<file path="src/rtl/regfile_param.sv">
// regfile_param: parameterised register file with registered reads, issue scoreboard and fixed-index taps; REGFILE_BYPASS_EN enables write-to-read forwarding
module regfile_param #(
  parameter int DATA_W = 32,
  parameter int ADDR_W = 5,
  parameter int SYSCALL_IDX = 2,
  parameter int STDOUT_IDX = 4
) (
  input  logic              clk,
  input  logic              rst_n,
  input  logic              rd_en,
  input  logic [ADDR_W-1:0] read_reg_1,
  input  logic [ADDR_W-1:0] read_reg_2,
  output logic [DATA_W-1:0] read_data_1,
  output logic [DATA_W-1:0] read_data_2,
  input  logic              reg_write,
  input  logic [ADDR_W-1:0] write_reg,
  input  logic [DATA_W-1:0] write_data,
  input  logic              issue_en,
  input  logic [ADDR_W-1:0] issue_reg,
  output logic              busy_1,
  output logic              busy_2,
  output logic [DATA_W-1:0] sys_call_reg,
  output logic [DATA_W-1:0] std_out_address
);
  localparam int DEPTH = 2**ADDR_W;
  localparam logic [ADDR_W-1:0] SYS_A = ADDR_W'(SYSCALL_IDX);
  localparam logic [ADDR_W-1:0] OUT_A = ADDR_W'(STDOUT_IDX);
  logic [DATA_W-1:0] file [DEPTH];
  logic [DEPTH-1:0] pend;
  logic wr;
  logic iss;
  logic [DATA_W-1:0] rv_1, rv_2;
  assign wr = reg_write && write_reg != '0;
  assign iss = issue_en && issue_reg != '0;
`ifdef REGFILE_BYPASS_EN
  assign rv_1 = (wr && write_reg == read_reg_1) ? write_data : file[read_reg_1];
  assign rv_2 = (wr && write_reg == read_reg_2) ? write_data : file[read_reg_2];
`else
  assign rv_1 = file[read_reg_1];
  assign rv_2 = file[read_reg_2];
`endif
  assign busy_1 = pend[read_reg_1];
  assign busy_2 = pend[read_reg_2];
  assign sys_call_reg = file[SYS_A];
  assign std_out_address = file[OUT_A];
  // storage, read registers and scoreboard; register 0 and pend[0] are only ever cleared
  always_ff @(posedge clk) begin
    if (!rst_n) begin
      for (int i = 0; i < DEPTH; i++) file[i] <= '0;
      pend <= '0;
      read_data_1 <= '0;
      read_data_2 <= '0;
    end else begin
      if (wr) file[write_reg] <= write_data;
      if (rd_en) begin
        read_data_1 <= rv_1;
        read_data_2 <= rv_2;
      end
      if (wr) pend[write_reg] <= 1'b0;
      if (iss) pend[issue_reg] <= 1'b1;
    end
  end
endmodule

</file>
<file path="config.mk">
export PLATFORM = sky130hd
export DESIGN_NAME = regfile_param
export DESIGN_NICKNAME = d
export VERILOG_FILES = /design/src/rtl/regfile_param.sv
export SDC_FILE = /design/constraint.sdc
export NUM_CORES = 2
export LEC_CHECK = 0
export BUFFER_PORTS_ARGS = -buffer_cell sky130_fd_sc_hd__buf_2
export CAP_MARGIN = 20
export CORE_MARGIN = 2
export CORE_UTILIZATION = 30
export CTS_BUF_LIST = sky130_fd_sc_hd__clkbuf_8
export CTS_CLUSTER_DIAMETER = 120
export DETAILED_ROUTE_END_ITERATION = 8
export GPL_TIMING_DRIVEN = 0
export HOLD_SLACK_MARGIN = 0.06
export PLACE_DENSITY = 0.48
export SLEW_MARGIN = 20
export SYNTH_ARGS = -nofsm -noshare
export SYNTH_HDL_FRONTEND = slang
export SYNTH_SLANG_ARGS = --single-unit
</file>
<file path="constraint.sdc">
create_clock -name clk -period 7.1 [get_ports clk]
set_input_delay 1.065 -clock clk [delete_from_list [all_inputs] [get_ports clk]]
set_output_delay 1.065 -clock clk [all_outputs]
set_load 0.02 [all_outputs]
</file>
### Yosys cells after proc, flatten, opt, wreduce, memory -nomap -nowiden

Memories as Yosys holds them, arrays and structs flattened. A register that Yosys moved wholly into a read port is not among the register bits.
Index checks and enable logic that the tools add are counted.

| operators by class | value |
|---|---|
| magnitude comparators | 6 |
| multiplexer cells | 18 |
| bitwise logic cells | 3 |
| reduce and logical (&&, ||, !) cells | 9 |

Operator list:

| operator | count |
|---|---|
| two-way mux 32 bit | 4 |
| AND 32 bit | 1 |
| NOT 32 bit | 1 |
| bitwise OR 32 bit | 1 |
| OR reduction 32 bit | 1 |
| < comparator 5 x 6 -> 1 bit (second input constant) | 4 |
| binary-select mux 1 bit (select 5 bit) | 2 |
| demux 1 bit (select 5 bit) | 2 |
| >= comparator 5 x 1 -> 1 bit (second input constant) | 2 |
| nonzero test 5 bit | 2 |
| two-way mux 1 bit | 9 |
| two-way mux 5 bit | 1 |
| logical AND 1 bit | 4 |
| zero test 1 bit | 2 |

| storage, ports and cells | value |
|---|---|
| flip-flop bits (word level) | 32 |
| RAM bits | 1024 |
| input port bits | 57 |
| output and inout bits | 130 |
| logic and storage cells | 38 |
| memories | 1 |

Memory list:

| memory | depth | width | rd ports | clocked after memory_dff | write ports | RTL line | text |
|---|---|---|---|---|---|---|---|
| file | 32 | 32 | 4 | 2 | 32 | 28 | `logic [DATA_W-1:0] file [DEPTH];` |

### Logic depth before layout (Yosys ltp)

| logic depth | value |
|---|---|
| word-level depth | 10 |
| gate-level depth with buffers | 8 |
| mapped depth without buffers | 5 |

### Worst setup path before layout

OpenSTA, ideal clock, no wires.

| timing | value |
|---|---|
| path kind | in2reg |
| start | input write_reg[3] |
| end | memory file[18][0], enable pin |
| library setup time | 0.468 ns |
| data arrival time | 4.046 ns |
| data required time | 6.632 ns |
| path slack | 2.586 ns |
| stages | 3 |
| path buffers | 1 |
| cell sequence | or3b_2 > clkbuf_1 > o21ai_0 |

RTL lines:

| element | RTL line | text |
|---|---|---|
| start, declared | 16 | `input logic [ADDR_W-1:0] write_reg,` |
| end, declared | 28 |  |

### Worst setup path after layout

| timing | value |
|---|---|
| start | input read_reg_2[0] |
| end | output busy_2 |

| between the ends | value |
|---|---|
| longest elaborated chain between the ends | 2 |

RTL lines:

| element | RTL line | text |
|---|---|---|
| start, declared | 12 | `input logic [ADDR_W-1:0] read_reg_2,` |
| binary-select mux 1 bit (select 5 bit) | 43 | `assign busy_2 = pend[read_reg_2];` |
| two-way mux 1 bit (not written as such) | 43 |  |
| end, declared | 21 | `output logic busy_2,` |

No other way between the ends. The select of a mux whose other input is x is not followed.

==> results.md <==
- IO buf count: 183
- Vias per cell: 5.88
- Routed WL per cell: 39.9 um
- Post-synthesis mux area share: 18.1%
- Synth Area in Simple Gates: 12.0%
- Status: finished with violations
- Maximum fanout along the worst path: 11
- Maximum vdd drop: 0.178 mV
- Complex-gate fraction of the synthesized area: 10.4%
- Final hold vios: 0
- Reg-to-reg setup timing slack: 4.94 ns
- Final Core Density: 36.0%
- First-pass GRT wire length: 418 mm
- Clk root buf: clkbuf_8
- Worst r2r src: file[4][31]
- Total routed wirelength: 324 mm
- Ys Warns: 0
- # Post-CTS Setup Buffers: 0
- Kind of critical path: primary input to output pin
- CTS tree: done
- Failing checks: design-rule violations
- Slew HR: 9.89%
- H-Tree Level Count: 4
- Synthesis-stage register bit count: 1120
- Hold_buf cts: 0
- TritonRoute pass-1 iters: 9
- Placed cell areas: 66400 um2
- Die ar.: 201000 um2
- Total gr overflow: 0
- Slew @ Worst Pin: 1.35 ns
- Number of distinct library cells after synthesis: 31
- Power Density: 233 nW/um2
- Max Slew Vio Count: 0
- CTS sink cnt: 1120
- Vias: 47754
- Register area share after synthesis: 55.3%
- Row Count: 162
- Post-synthesis adder-cell area fraction: 0%
- CTS buffer count: 204
- Mean post-synth cell area: 12.4 um2
- Total power: 16.4 mW
- Reg-to-reg endpoint: read_data_1[31]
- Later-pin clock latency in the skew report: 1.04 ns
- Clock skew: 0.0598 ns
- Clk pin slew, worst setup/hold paths: 0.07 ns
- P_leak: 27.4 nW
- XOR/XNOR share of the synthesized area: 0%
- Layout cells sized above 1: 15.1%
- Net count reported at finish: 5352
- Max Cap Viol: 0
- RSZ-0062 raised after global routing: false
- Die width: 448 um
- Final worst-path cycle share: 58.6%
- Critical path startpoint: read_reg_2[0]
- Min-delay worst type: primary input to flop
- Minimum clock period: 4.16 ns
- CP Launch Type: primary input
- CTS max path bufs: 3
- Setup violators final: 0
- Worst hold stages: 2
- Reg2Reg Depth: 5
- DP Wirelength: 226 mm
- Number of global-route vias before repair: 45772
- Core area: 195000 um2
- Main combinational cell family by area after synthesis: multiplexers
- Area delta synth->final: 19.1%
- RD Place Congestion: 0.936
- Worst hold start: issue_reg[1]
- Iteration-0 DRC Markers: 7877
- Total global-route track usage: 31.6%
- Cts repair resizes: 0
- Initial Util: 30.2%
- Hold worst-path end: pend[1]
- Post-route cell area: 70400 um2
- Pin count of the biggest net entering global routing: 20
- IO Count: 187
- Initial antenna violation count: 43
- Max Clock Freq: 240 MHz
- Crit. End Element: output pin
- Required time of the critical path: 6.03 ns
- Cells after Synth: 4771
- Cell area after synthesis: 59100 um2
- WP data arrival: 3.10 ns
- Detail Route Antenna Nets: 0
- Die height: 448 um
- Setup_tns: 0 ns
- DRC: 2
power breakdown:
part	leakage (nW)	switching (mW)	total [mW]	internal [mW]
Combinational	14.6	1.74	2.52	0.778
Sequential	10.6	0.217	7.79	7.57
Clock	2.28	3.15	6.07	2.93
cell families after synthesis:
kind of cell,Yosys count
mux,1046
compound gates,958
simple gates,1139
buf+inv,507
flops,1120
other cells,1
cell usage in the layout, fill, tap and decap left out, drive strengths merged, types with 11 or more instances in the layout:
| cell | n |
|---|---|
| clkinv | 65 |
| clkbuf | 544 |
| nand3 | 11 |
| edfxtp | 1024 |
| o22ai | 28 |
| and2 | 995 |
| o21ai | 95 |
| inv | 130 |
| or4 | 64 |
| mux4 | 20 |
| dfxtp | 96 |
| buf | 437 |
| diode | 30 |
| nor2 | 33 |
| mux2i | 1024 |
| a21oi | 320 |
| a22oi | 512 |
| conb | 32 |
critical path: stages:
cell and delay, ns:
buf_4 0.21, buf_6 0.29, mux4_2 0.54, mux4_2 0.47
mux2_2 0.32, buf_2 0.17
stage by stage:
stage / hold slack (ns) / setup WS (ns) / std cells
2_1_floorplan: 0.439 / 2.59 / 4802
3_3_place_gp: 0.465 / -4.73 / 7609
3_5_place_dp: 0.470 / 2.59 / 7712
4_1_cts: 0.252 / 2.96 / 8095
5_1_grt: 0.303 / 2.93 / 8100
6_report: 0.297 / 2.94 / 8126
cell type report:
class                      count  area (um2)
antenna                       30        75.1
buffer                       473        2430
clock buffer                 221        3040
clock inverter               162         798
fill                       19290      125000
inverter                      34         130
multi-input combinational   3175       24400
sequential                  1120       32700
tap                         2624        3280
timing repair buffer         287        3520
layer usage:
| metal | global-route usage (%) | share of wire (%) | vias up |
|---|---|---|---|
| met1 | 39.8 | 38 | 24301 |
| met2 | 47.6 | 43 | 3483 |
| met4 | 19.7 | 7.3 | 12 |
| met3 | 8.88 | 11 | 996 |
| li1 | - | - | 18962 |
| met5 | 0 | 0.023 | - |
flip-flops by register name, indices dropped and copies added, names as in the netlist:
name / count
file: 1024
read_data_1: 32
read_data_2: 32
pend: 32
cell usage after synthesis:
cell type	count	area share, %
a21oi_1	320	2.7
a22oi_1	512	6.5
and2_1	995	11
buf_1	13	0.083
buf_2	32	0.27
buf_4	75	0.95
buf_6	31	0.59
clkbuf_1	322	2.0
conb_1	1	0.0063
dfxtp_1	96	3.3
edfxtp_1	1024	52
inv_1	34	0.22
mux2_2	2	0.038
mux2i_1	1024	17
mux4_2	20	0.76
nand2_1	7	0.044
nand2b_1	4	0.042
nand3_1	11	0.093
nand3b_1	6	0.076
nand4_1	2	0.021
nand4b_1	1	0.015
nor2_1	33	0.21
nor2b_1	7	0.074
nor3_1	3	0.025
o21ai_0	95	0.80
o22ai_1	28	0.30
o32ai_1	3	0.044
or2_2	2	0.021
or3_1	1	0.011
or3b_2	3	0.044
or4_1	64	0.81
how the worst max path moves through the flow:
stage | to | slack [ns] | cells after the start
2_1_floorplan | file[18][0] | 2.59 | 3
3_3_place_gp | pend[2] | -4.73 | 5
3_5_place_dp | read_data_1[30] | 2.59 | 9
4_1_cts | busy_2 | 2.96 | 6
5_1_grt | busy_2 | 2.93 | 6
6_report | busy_2 | 2.94 | 6
Note: power is estimated with default switching activity, not from simulation.
